`config.mk`:
```
export PLATFORM = sky130hd
export DESIGN_NAME = light_mode_ctrl_flat
export DESIGN_NICKNAME = d
export VERILOG_FILES = /design/src/rtl/light_mode_pkg.sv /design/src/rtl/light_mode_ctrl_if.sv /design/src/rtl/key_debounce.sv /design/src/rtl/light_mode_ctrl.sv /design/src/flat_wrapper.sv
export SDC_FILE = /design/constraint.sdc
export NUM_CORES = 1
export LEC_CHECK = 0
export CAP_MARGIN = 10
export CORE_MARGIN = 3
export CORE_UTILIZATION = 45
export CTS_CLUSTER_SIZE = 40
export DETAILED_ROUTE_END_ITERATION = 12
export GPL_TIMING_DRIVEN = 1
export SYNTH_ARGS = -nofsm -noshare
export SYNTH_HDL_FRONTEND = slang
export SYNTH_SLANG_ARGS = --single-unit
```
`constraint.sdc`:
```
create_clock -name clk -period 3.1 [get_ports clk]
set_input_delay 0.62 -clock clk [delete_from_list [all_inputs] [get_ports clk]]
set_output_delay 0.62 -clock clk [all_outputs]
set_load 0.01 [all_outputs]
```
`src/rtl/light_mode_pkg.sv`:
```
// Shared encodings for the light mode controller: lamp modes and press-FSM states.
package light_mode_pkg;

    typedef enum logic [1:0] {
        MODE_OFF  = 2'd0,
        MODE_ON   = 2'd1,
        MODE_SLOW = 2'd2,
        MODE_FAST = 2'd3
    } mode_t;

    typedef enum logic [1:0] {
        ST_IDLE  = 2'd0,
        ST_PRESS = 2'd1,
        ST_HELD  = 2'd2
    } press_st_t;

    // Short-press rotation; the 2-bit encoding wraps FAST back to OFF.
    function automatic mode_t next_mode(input mode_t m);
        logic [1:0] nxt;
        nxt = m + 2'd1;
        return mode_t'(nxt);
    endfunction

endpackage

```
`src/rtl/light_mode_ctrl_if.sv`:
```
// Button/lamp bus of the light mode controller; master drives the button, slave drives the lamp side.
interface light_mode_ctrl_if;
    import light_mode_pkg::*;

    logic  button;
    logic  light;
    mode_t mode;
    logic  short_evt;
    logic  long_evt;

    modport master (output button, input light, mode, short_evt, long_evt);
    modport slave  (input button, output light, mode, short_evt, long_evt);

endinterface

```
`src/rtl/key_debounce.sv`:
```
// Two-flop synchronizer followed by a stability-window debouncer.
module key_debounce #(
    parameter int DEB_CYC = 20
) (
    input  logic clk,
    input  logic rst_n,
    input  logic key_in,
    output logic key_db
);

    localparam int CW = (DEB_CYC > 2) ? $clog2(DEB_CYC) : 1;
    localparam logic [CW-1:0] CNT_LAST = CW'(DEB_CYC - 1);

    logic [1:0]    sync;
    logic [CW-1:0] cnt;

    // cnt counts consecutive cycles where the synchronized key disagrees with key_db.
    always_ff @(posedge clk or negedge rst_n) begin
        if (!rst_n) begin
            sync   <= '0;
            cnt    <= '0;
            key_db <= 1'b0;
        end else begin
            sync <= {sync[0], key_in};
            if (sync[1] == key_db) begin
                cnt <= '0;
            end else if (cnt == CNT_LAST) begin
                key_db <= sync[1];
                cnt    <= '0;
            end else begin
                cnt <= cnt + CW'(1);
            end
        end
    end

endmodule

```
`src/rtl/light_mode_ctrl.sv`:
```
// Single-button lamp controller: short press rotates the mode, long press turns the lamp off.
module light_mode_ctrl
    import light_mode_pkg::*;
#(
    parameter int DEB_CYC    = 20,
    parameter int LONG_CYC   = 100,
    parameter int BLINK_HALF = 64
) (
    input  logic               clk,
    input  logic               rst_n,
    light_mode_ctrl_if.slave   bus
);

    localparam int PW = $clog2(LONG_CYC);
    localparam int BW = $clog2(BLINK_HALF);
    localparam logic [PW-1:0] PRESS_LAST = PW'(LONG_CYC - 2);
    localparam logic [BW-1:0] SLOW_LAST  = BW'(BLINK_HALF - 1);
    localparam logic [BW-1:0] FAST_LAST  = BW'(BLINK_HALF / 4 - 1);

    logic            btn_db;
    press_st_t       st;
    logic [PW-1:0]   press_cnt;
    logic            short_q;
    logic            long_q;
    mode_t           mode_q;
    logic            light_q;
    logic [BW-1:0]   blink_cnt;
    logic [BW-1:0]   half_last;

    key_debounce #(.DEB_CYC(DEB_CYC)) u_deb (
        .clk    (clk),
        .rst_n  (rst_n),
        .key_in (bus.button),
        .key_db (btn_db)
    );

    // Long press fires on the edge press_cnt reaches LONG_CYC-1, i.e. the
    // LONG_CYC-th debounced-high cycle; a release before that is a short press.
    always_ff @(posedge clk or negedge rst_n) begin
        if (!rst_n) begin
            st        <= ST_IDLE;
            press_cnt <= '0;
            short_q   <= 1'b0;
            long_q    <= 1'b0;
        end else begin
            short_q <= 1'b0;
            long_q  <= 1'b0;
            case (st)
                ST_IDLE: begin
                    if (btn_db) begin
                        st        <= ST_PRESS;
                        press_cnt <= '0;
                    end
                end
                ST_PRESS: begin
                    if (!btn_db) begin
                        st      <= ST_IDLE;
                        short_q <= 1'b1;
                    end else begin
                        press_cnt <= press_cnt + PW'(1);
                        if (press_cnt == PRESS_LAST) begin
                            long_q <= 1'b1;
                            st     <= ST_HELD;
                        end
                    end
                end
                ST_HELD: begin
                    if (!btn_db) st <= ST_IDLE;
                end
                default: st <= ST_IDLE;
            endcase
        end
    end

    assign half_last = (mode_q == MODE_SLOW) ? SLOW_LAST : FAST_LAST;

    // Every mode entry restarts the blink phase with the lamp lit (except OFF).
    always_ff @(posedge clk or negedge rst_n) begin
        if (!rst_n) begin
            mode_q    <= MODE_OFF;
            light_q   <= 1'b0;
            blink_cnt <= '0;
        end else if (long_q) begin
            mode_q    <= MODE_OFF;
            light_q   <= 1'b0;
            blink_cnt <= '0;
        end else if (short_q) begin
            mode_q    <= next_mode(mode_q);
            light_q   <= (next_mode(mode_q) != MODE_OFF);
            blink_cnt <= '0;
        end else begin
            case (mode_q)
                MODE_OFF: light_q <= 1'b0;
                MODE_ON:  light_q <= 1'b1;
                default: begin
                    if (blink_cnt == half_last) begin
                        light_q   <= ~light_q;
                        blink_cnt <= '0;
                    end else begin
                        blink_cnt <= blink_cnt + BW'(1);
                    end
                end
            endcase
        end
    end

    assign bus.light     = light_q;
    assign bus.mode      = mode_q;
    assign bus.short_evt = short_q;
    assign bus.long_evt  = long_q;

endmodule

```
`src/flat_wrapper.sv`:
```
// flat-port wrapper written by rule: the top's interface ports become plain ports
module light_mode_ctrl_flat import light_mode_pkg::*;
#(
    parameter int DEB_CYC    = 20,
    parameter int LONG_CYC   = 100,
    parameter int BLINK_HALF = 64
)
  (clk, rst_n, bus_button, bus_light, bus_mode, bus_short_evt, bus_long_evt);
  light_mode_ctrl_if bus_i ();
  input  logic clk;
  input  logic rst_n;
  input wire logic [$bits(bus_i.button)-1:0] bus_button;
  output wire logic [$bits(bus_i.light)-1:0] bus_light;
  output wire logic [$bits(bus_i.mode)-1:0] bus_mode;
  output wire logic [$bits(bus_i.short_evt)-1:0] bus_short_evt;
  output wire logic [$bits(bus_i.long_evt)-1:0] bus_long_evt;
  assign bus_i.button = bus_button;
  assign bus_light = bus_i.light;
  assign bus_mode = bus_i.mode;
  assign bus_short_evt = bus_i.short_evt;
  assign bus_long_evt = bus_i.long_evt;
  light_mode_ctrl #(.DEB_CYC(DEB_CYC), .LONG_CYC(LONG_CYC), .BLINK_HALF(BLINK_HALF)) u_core (.clk(clk), .rst_n(rst_n), .bus(bus_i));
endmodule
```
==> impl_metrics.toml <==
[sta]
timing.final.crit_period_ps = 2027
skew_ps = 4.554
final.hold.worst_slack_ps = 370.8
final_min_period_over_clock_period_pct = 65.40
grt_setup_unrepaired = "false"
slew-limit-headroom_pct = 71.97
setup_violations = 0
worst_slew_pin_slew_ps = 420.5
maxClockFrequency_ghz = 0.4933
slew_violations = 0
finalHoldViolCount = 0
fin_tns_setup_ps = 0

[synth]
synthesis.nets = 151
synth_largest_area_cell = "sky130_fd_sc_hd__dfrtp_1"
synth_enable_flop_cells = 0
post_synthesis_sequential_area_ratio_pct = 50.09
yosys_warnings = 0
postSynth.asyncResetShare_pct = 100.0
synth.top_cells.by_area = "sky130_fd_sc_hd__dfrtp_1 50%, sky130_fd_sc_hd__ha_1 7.2%, sky130_fd_sc_hd__nand3_1 4.3%"
post_syn_instances = 140
ys_dominant_reg_cell = "sky130_fd_sc_hd__dfrtp_1"
synth.top_cell.area_share_pct = 50.09
synth_area_per_cell_um2 = 9.992
netlist_area_mm2 = 0.001399
synth_cell_types = 35
ys_seq_elements = 28

[final_layout]
antenna_cells = 0
ff_latch_area_um2 = 700.7
multi_input_area_um2 = 651.9
final_net_count = 160
fillerInstances = 258
area_growth_pct = 8.676
post-route-cell-area_mm2 = 0.001520
drive_above_1_share_pct = 5.405
utilization_pct = 53.29
layout.cells.non_filler = 179

[detailed_routing]
first_pass_iters = 5
drt_first_iter_violations = 62
detailroute.via_count = 1002
drt-vias-per-instance = 5.598
post_drt_wl_per_cell_um = 13.22
antenna_violating_nets_post_route = 0
routed_wirelength_um = 2367
drcViolationCount = 0

[grt]
grt_overflow_total = 0
grt_start_max_net_pins = 29
gr-usage-all-layers_pct = 14.56
number_of_global_route_vias_before_repair = 942
grt_first_pass_wirelength_um = 4071
grt_antenna_before_repair = 0

[placement]
io_port_bufs = 7
dpl.cell_count = 175
place_area_mm2 = 0.001484
dp_hpwl_um = 1736
place.gp.congestion = 0.7555

[critical_path]
critical_path.max_stage_delay_ps = 580
timing.critical_path.arrival_ps = 1410
cp.buffers_inverters = 1
crit_family = "buffers and inverters"
worst_setup_path_start_kind = "register"
crit_path_cell_trace = "clkdlybuf4s50_1"
setup.worst_path.class = "register to output port"
cp-end-kind = "output port"
crit_path_top_delay_cell = "sky130_fd_sc_hd__clkdlybuf4s50_1"
critical_path_required_ps = 2480
critical_path.max_fanout = 8

[cts]
cts.repair.resized = 0
cts.path.max_buffers = 2
cts_made_buffers = 3
ctsHtreeMaxLevel = 1
cts-hold-fix-buffers = 0
post-cts-setup-buffers = 0
insertion_delay_ps = 320
clk_root_buffer_cell = "sky130_fd_sc_hd__clkbuf_4"
tritoncts = "yes"
numClockSinks = 28
clkSlewWorstSetupHoldPaths_ps = 140

[min_path]
worst_hold_path_type = "register to register"

[die]
core-area_mm2 = 0.002853
die_y_um = 61.76
rows = 19
initial_utilization_pct = 49.04
die_area_mm2 = 0.003814
floorplan.die.width_um = 61.76
boundaryPins = 8

[run]
cap_violations = 0

[pwr]
irDropWorstVdd_mv = 0.2653
power-per-cell-area_mw_per_mm2 = 370.7
cellLeakagePower_nw = 0.6812

[status]
outcome = "complete, no violations"
## power breakdown
part | switching [mW] | internal, mW
sequential | 0.00358 | 0.370
combinational | 0.0107 | 0.00689
clock | 0.101 | 0.0718
total | 0.115 | 0.449
## flip-flops by register name, summed over array words and instances, names as in the netlist
name / flops
u_core.blink_cnt: 6
u_core.bus.light: 1
u_core.bus.long_evt: 1
u_core.bus.mode: 2
u_core.bus.short_evt: 1
u_core.press_cnt: 7
u_core.st: 2
u_core.u_deb.cnt: 5
u_core.u_deb.key_db: 1
u_core.u_deb.sync: 2
## path summary, 6_finish.rpt
check	from	end	slack [ps]	depth (start not counted)
setup / recovery	u_core.bus.short_evt	bus_short_evt	1070	1
hold / removal	u_core.u_deb.sync[0]	u_core.u_deb.sync[1]	370	0
setup reg to reg	u_core.bus.mode[1]	u_core.blink_cnt[4]	1240	5
hold reg to reg	u_core.u_deb.sync[0]	u_core.u_deb.sync[1]	370	0
max in group asynchronous	rst_n	u_core.u_deb.cnt[4]	2180	2
min in group asynchronous	rst_n	u_core.press_cnt[1]	660	2
## metrics by stage
step,power (mW),setup slack [ps]
after global placement,0.3979,1345
after detailed placement,0.3993,1272
after global routing,0.5900,970.0
after CTS,0.5739,1038
after floorplan,0.3859,1308
final,0.5636,1073
## layout make-up
type	instances	area share [%]
Inverter	4	0.9877
Timing Repair Buffer	8	5.103
Multi-Input combinational cell	104	42.88
Tap cell	31	2.551
Clock buffer	4	2.387
Sequential cell	28	46.09
## synthesized netlist by cell type, types with 2 or more instances
master / instances
sky130_fd_sc_hd__buf_6: 2
sky130_fd_sc_hd__xor2_1: 4
sky130_fd_sc_hd__nand4_1: 3
sky130_fd_sc_hd__dfrtp_1: 28
sky130_fd_sc_hd__and2_1: 3
sky130_fd_sc_hd__o21ai_1: 5
sky130_fd_sc_hd__o21ai_0: 2
sky130_fd_sc_hd__nor2b_1: 2
sky130_fd_sc_hd__or2_1: 2
sky130_fd_sc_hd__nor2_1: 16
sky130_fd_sc_hd__a21oi_1: 9
sky130_fd_sc_hd__ha_1: 8
sky130_fd_sc_hd__nand2_1: 13
sky130_fd_sc_hd__mux2i_1: 4
sky130_fd_sc_hd__nand3_1: 12
sky130_fd_sc_hd__nor3_1: 4
sky130_fd_sc_hd__inv_1: 4
sky130_fd_sc_hd__xnor2_1: 2
## placed cells by master (no fill, tap or decap), types with 2 or more instances in the layout
cell,n
sky130_fd_sc_hd__dfrtp_1,28
sky130_fd_sc_hd__xnor2_1,2
sky130_fd_sc_hd__o21ai_0,2
sky130_fd_sc_hd__nor2b_1,2
sky130_fd_sc_hd__clkbuf_4,3
sky130_fd_sc_hd__nand4_1,3
sky130_fd_sc_hd__or2_1,2
sky130_fd_sc_hd__mux2i_1,4
sky130_fd_sc_hd__clkdlybuf4s50_1,7
sky130_fd_sc_hd__and2_1,3
sky130_fd_sc_hd__nand3_1,12
sky130_fd_sc_hd__inv_1,4
sky130_fd_sc_hd__xor2_1,4
sky130_fd_sc_hd__nor3_1,4
sky130_fd_sc_hd__o21ai_1,5
sky130_fd_sc_hd__nor2_1,16
sky130_fd_sc_hd__ha_1,8
sky130_fd_sc_hd__a21oi_1,9
sky130_fd_sc_hd__nand2_1,13
## cells by family (layout without fill, tap and decap cells)
kind of cell               Yosys count  after routing  share of synthesized area, %
AOI/OAI and AO/OA                   21             21                         8.587
xor gates and xnor gates             6              6                         3.757
adders and majority gates            8              8                         7.156
buffers and inverters                8             16                         3.308
DFF                                 28             28                         50.09
muxes                                5              5                         3.667
and+or+nand+nor                     64             64                         23.44
## per-layer routing
metal  up-vias  share of wire, %  GRT usage [%]
met5         -                 0              0
met4         0              0.76          3.636
met3         2               4.7          3.719
met2        23                48          24.66
met1       474                47          18.68
li1        503                 -              -
Note: power is estimated with default switching activity, not from simulation.
==> patch 1, RTL diff (config.mk and constraints unchanged) <==
Reset style: synchronous (`rst_n`), changed in 3 clocked blocks.
--- a/src/rtl/key_debounce.sv
+++ b/src/rtl/key_debounce.sv
@@ -15,7 +15,7 @@
     logic [CW-1:0] cnt;
 
     // cnt counts consecutive cycles where the synchronized key disagrees with key_db.
-    always_ff @(posedge clk or negedge rst_n) begin
+    always_ff @(posedge clk) begin
         if (!rst_n) begin
             sync   <= '0;
             cnt    <= '0;
--- a/src/rtl/light_mode_ctrl.sv
+++ b/src/rtl/light_mode_ctrl.sv
@@ -36,7 +36,7 @@
 
     // Long press fires on the edge press_cnt reaches LONG_CYC-1, i.e. the
     // LONG_CYC-th debounced-high cycle; a release before that is a short press.
-    always_ff @(posedge clk or negedge rst_n) begin
+    always_ff @(posedge clk) begin
         if (!rst_n) begin
             st        <= ST_IDLE;
             press_cnt <= '0;
@@ -75,7 +75,7 @@
     assign half_last = (mode_q == MODE_SLOW) ? SLOW_LAST : FAST_LAST;
 
     // Every mode entry restarts the blink phase with the lamp lit (except OFF).
-    always_ff @(posedge clk or negedge rst_n) begin
+    always_ff @(posedge clk) begin
         if (!rst_n) begin
             mode_q    <= MODE_OFF;
             light_q   <= 1'b0;
Formal check against the unedited RTL: no difference found for any inputs over 10 cycles, from zero or initial values and one cycle with rst_n low; that may be too few to reach the edited logic, so the function may still have changed.
==> patch 1 against the original RTL <==
  * Sequential cell count stayed put
  * Routed wire length down 5.0%
  * Combinational power shrank 38%
  * Synthesized area fell by 5.6%
  * Sequential share of layout area shrank 7.9 points
  * Critical path depth did not move
  * Setup slack got worse by 72 ps
  * Design area down 3.5%
  * Total power up 7.8%
  * Critical endpoint unchanged
  * Largest cell class is now multi-input gates
==> patch 1: results (changes against the original RTL) <==
Yosys
  – Most frequent cells after synthesis: dfxtp_1 (28), nor2_1 (17), nand2_1 (10), ha_1 (8) (was dfrtp_1 (28), nor2_1 (16), nand2_1 (13), nand3_1 (12), a21oi_1 (9))
  – Count of cell types in the netlist: 39 (was 35)
  – Gate Count Post-Synth: 143 (was 140)
  – Dominant cells by area after synthesis: dfxtp_1 (42%), ha_1 (7.6%), nor2_1 (4.8%) (was dfrtp_1 (50%), ha_1 (7.2%), nand3_1 (4.3%))
  – FFs w/ async S/R, synth: 0 (was 1.000)
  – Seq/Total Area, Yosys: 0.4246 (was 0.5009)

Global routing
  – First-pass GRT wire length: 4022 um (was 4071 um)
  – Number of global-route vias before repair: 932 (was 942)

Placed design
  – Worst slack, placed: 960.1 ps (was 1272 ps)
  – DP Wirelength: 1741 um (was 1736 um)
  – RD Place Congestion: 0.8126 (was 0.7555)

Routing
  – Routed wl met2: 1032 um (was 1130 um)
  – Drt first pass iters: 4 (was 5)
  – Metal1 wirelength: 1112 um (was 1108 um)

Setup path
  – R2R setup slack: 1350 ps (was 1240 ps)
  – Largest fanout on the critical path: 9 (was 8)
  – Worst Reg2Reg Path Length in Cells: 6 (was 5)
  – Origin of the worst setup path: u_core.bus.short_evt (unchanged)

Hold path
  – Beginning of the worst hold path: u_core.u_deb.sync[0] (unchanged)

STA
  – Rel. slew slack: 0.7138 (was 0.7197)
  – Worst hold margin: 453.5 ps (was 370.8 ps)
  – Clock Skews: 2.657 ps (was 4.554 ps)

Cells and area
  – Layout cells sized above 1: 0.05263 (was 0.05405)

Run status
  – Status: finished, final reports clean (unchanged)

Power and ir drop
  – NetSw: 109.8 uW (was 114.9 uW)
patch 1: cell count changes after synthesis, sizes merged, moves of 3 or more:
cell	change
a21boi	+4
and3	+3
a21oi	-6
dfxtp	+28
nand3	-10
nand2	-3
dfrtp	-28
inv	+3
patch 1: worst max path at each step:
stage / endpoint / cells past startpoint / slack [ps]
2_1_floorplan: u_core.blink_cnt[4] / 6 / 1520
3_3_place_gp: u_core.blink_cnt[0] / 5 / 1000
3_5_place_dp: u_core.blink_cnt[0] / 5 / 960
4_1_cts: bus_short_evt / 1 / 970
5_1_grt: bus_short_evt / 1 / 900
6_report: bus_short_evt / 1 / 1000
patch 1: final cells by class:
type	count	share of cell area
Clock buffer	3	0.01536
Clock inverter	1	0.02048
Inverter	7	0.01792
Multi-Input combinational cell	106	0.4898
Sequential cell	28	0.3823
Tap cell	31	0.02645
Timing Repair Buffer	7	0.04778
patch 1: kinds of logic after synthesis:
group,Yosys count,share of synthesized area
AOI/OAI and AO/OA,22,0.1137
and+or+nand+nor,63,0.2654
buffers and inverters,9,0.03128
muxes,3,0.02275
xor gates and xnor gates,10,0.06635
adders and majority gates,8,0.07583
DFF,28,0.4246
patch 1: power by group through the flow:
| stage | logic [uW] | clock network, uW | registers [uW] |
|---|---|---|---|
| final | 10.9 | 234 | 362 |
| after floorplan | 6.51 | 0 | 370 |
| after CTS | 11.2 | 242 | 362 |
| after detailed placement | 11.0 | 0 | 370 |
| after global routing | 12.5 | 257 | 363 |
| after global placement | 10.7 | 0 | 370 |
patch 1: layer usage:
layer	vias up	track usage
met4	0	0.05696
met1	478	0.1898
met2	11	0.2330
li1	518	-
met5	-	0
met3	5	0.02592
==> patch 2, RTL diff (same flow settings) <==
Made on the original files. `BLINK_HALF` is set to 64 in 2 places; all go to 32.
--- a/src/rtl/light_mode_ctrl.sv
+++ b/src/rtl/light_mode_ctrl.sv
@@ -4,7 +4,7 @@
 #(
     parameter int DEB_CYC    = 20,
     parameter int LONG_CYC   = 100,
-    parameter int BLINK_HALF = 64
+    parameter int BLINK_HALF = 32
 ) (
     input  logic               clk,
     input  logic               rst_n,
--- a/src/flat_wrapper.sv
+++ b/src/flat_wrapper.sv
@@ -3,7 +3,7 @@
 #(
     parameter int DEB_CYC    = 20,
     parameter int LONG_CYC   = 100,
-    parameter int BLINK_HALF = 64
+    parameter int BLINK_HALF = 32
 )
   (clk, rst_n, bus_button, bus_light, bus_mode, bus_short_evt, bus_long_evt);
   light_mode_ctrl_if bus_i ();
Behaviour: no difference found for any inputs over 10 cycles, from zero or initial values and one cycle with rst_n low; that may be too few to reach the edited logic, so the function may still have changed.
==> patch 2 against the original RTL <==
  * Design area decreased by 4.4%
  * Sequential cell count decreased by 1
  * Routed wire length decreased by 17%
  * Count of clock-buffer cells in the layout decreased by 1
  * Clock skew increased by 2.5 ps
  * Synthesized area decreased by 5.5%
  * Setup slack got worse by 8.4 ps
  * Total power decreased by 6.5%
  * Critical endpoint unchanged
  * Largest power group unchanged
  * Highest routed layer unchanged
==> patch 2: results (changes against the original RTL) <==
Global routing
  – First-pass GRT wire length: 3498 um (was 4071 um)
  – Met3 global-route usage: 0.01944 (was 0.03719)
  – Number of global-route vias before repair: 820 (was 942)
  – GRT Overall Usage: 0.1271 (was 0.1456)
  – GRT met2 Usage: 0.2068 (was 0.2466)
  – Global Route met1 Usage: 0.1742 (was 0.1868)
  – Largest net degree at the start of global routing: 28 (was 29)

Yosys
  – Syn Nets: 143 (was 151)
  – Synthesis Warnings: 0 (unchanged)
  – Most frequent cells after synthesis: dfrtp_1 (27), nor2_1 (18), nand2_1 (16), ha_1 (8), nand3_1 (7) (was dfrtp_1 (28), nor2_1 (16), nand2_1 (13), nand3_1 (12), a21oi_1 (9))
  – Count of cell types in the netlist: 32 (was 35)
  – Seq/Total Area, Yosys: 0.5114 (was 0.5009)
  – Dominant cells by area after synthesis: dfrtp_1 (51%), ha_1 (7.6%), nor2_1 (5.1%) (was dfrtp_1 (50%), ha_1 (7.2%), nand3_1 (4.3%))
  – Syn_area_per_cell: 10.01 um^2 (was 9.992 um^2)

Cells and area
  – Largest regs: u_core.press_cnt x7, u_core.blink_cnt x5, u_core.u_deb.cnt x5 (was u_core.press_cnt x7, u_core.blink_cnt x6, u_core.u_deb.cnt x5)
  – NumNets Final: 153 (was 160)
  – Layout cells sized above 1: 0.06383 (was 0.05405)

Routing
  – Drt first pass iters: 4 (was 5)
  – Via count: 910 (was 1002)
  – WL/cell: 11.48 um (was 13.22 um)
  – DRT iter0 DRCs: 15 (was 62)

Placed design
  – RD Place Congestion: 0.7804 (was 0.7555)
  – Placement Cell Area: 0.001424 mm^2 (was 0.001484 mm^2)
  – DP Wirelength: 1487 um (was 1736 um)
  – Worst slack, placed: 1400 ps (was 1272 ps)

STA
  – Final Critical Period: 2036 ps (was 2027 ps)
  – Clock Skews: 7.095 ps (was 4.554 ps)
  – Rel. slew slack: 0.6797 (was 0.7197)

Power and ir drop
  – Maximum VDD drop: 0.0002194 V (was 0.0002653 V)
  – P_leak: 0.0006582 uW (was 0.0006812 uW)

Run status
  – Status: finished, final reports clean (unchanged)

Setup path
  – CP arrival: 1420 ps

Clocking
  – Clk_lat worst skew: 310 ps
==> patch 2: cell type report <==
cell class | count | area [um^2]
multi-input cells | 97 | 613.1
fillers | 259 | 1328
clock buffers | 3 | 22.52
clock inverters | 1 | 7.507
repair buffers | 8 | 77.57
flip-flops and latches | 27 | 675.6
inverters | 5 | 18.77
well taps | 31 | 38.79
==> patch 2: kinds of logic (layout without fill, tap and decap cells) <==
logic type / Yosys count / in the layout / synth area share
and+or+nand+nor: 59 / 59 / 0.2093
AOI/OAI and AO/OA: 16 / 16 / 0.07861
xor gates and xnor gates: 7 / 7 / 0.04640
adders and majority gates: 8 / 8 / 0.07576
buffers and inverters: 8 / 17 / 0.02462
muxes: 7 / 7 / 0.05398
DFF: 27 / 27 / 0.5114
==> patch 2: final timing paths <==
kind / depth (start not counted) / to / startpoint
setup reg to reg: 6 / u_core.bus.light / u_core.bus.mode[0]
hold / removal: 0 / u_core.u_deb.sync[1] / u_core.u_deb.sync[0]
min in group asynchronous: 2 / u_core.bus.mode[0] / rst_n
setup / recovery: 1 / bus_short_evt / u_core.bus.short_evt
max in group asynchronous: 2 / u_core.u_deb.cnt[3] / rst_n
hold reg to reg: 0 / u_core.u_deb.sync[1] / u_core.u_deb.sync[0]
==> patch 2: layer usage <==
layer  share of wire  wire, um
met3           0.028        56
met5               0         0
met2            0.49       970
met1            0.47       933
met4          0.0071        14
==> patch 2: per-stage QoR <==
stage          hold slack (ps)    util  instances
6_report                 367.5  0.5227        172
2_1_floorplan            324.4       -        132
5_1_grt                  391.8  0.5227        172
3_3_place_gp             332.3  0.5119        168
3_5_place_dp             337.9  0.5119        168
4_1_cts                  371.0  0.5227        172
==> patch 2: power breakdown <==
group | switching (uW) | total (uW) | internal [uW]
clock network | 99.3 | 148 | 49.2
registers | 3.28 | 360 | 357
logic | 11.2 | 18.1 | 6.91
total | 114 | 527 | 413
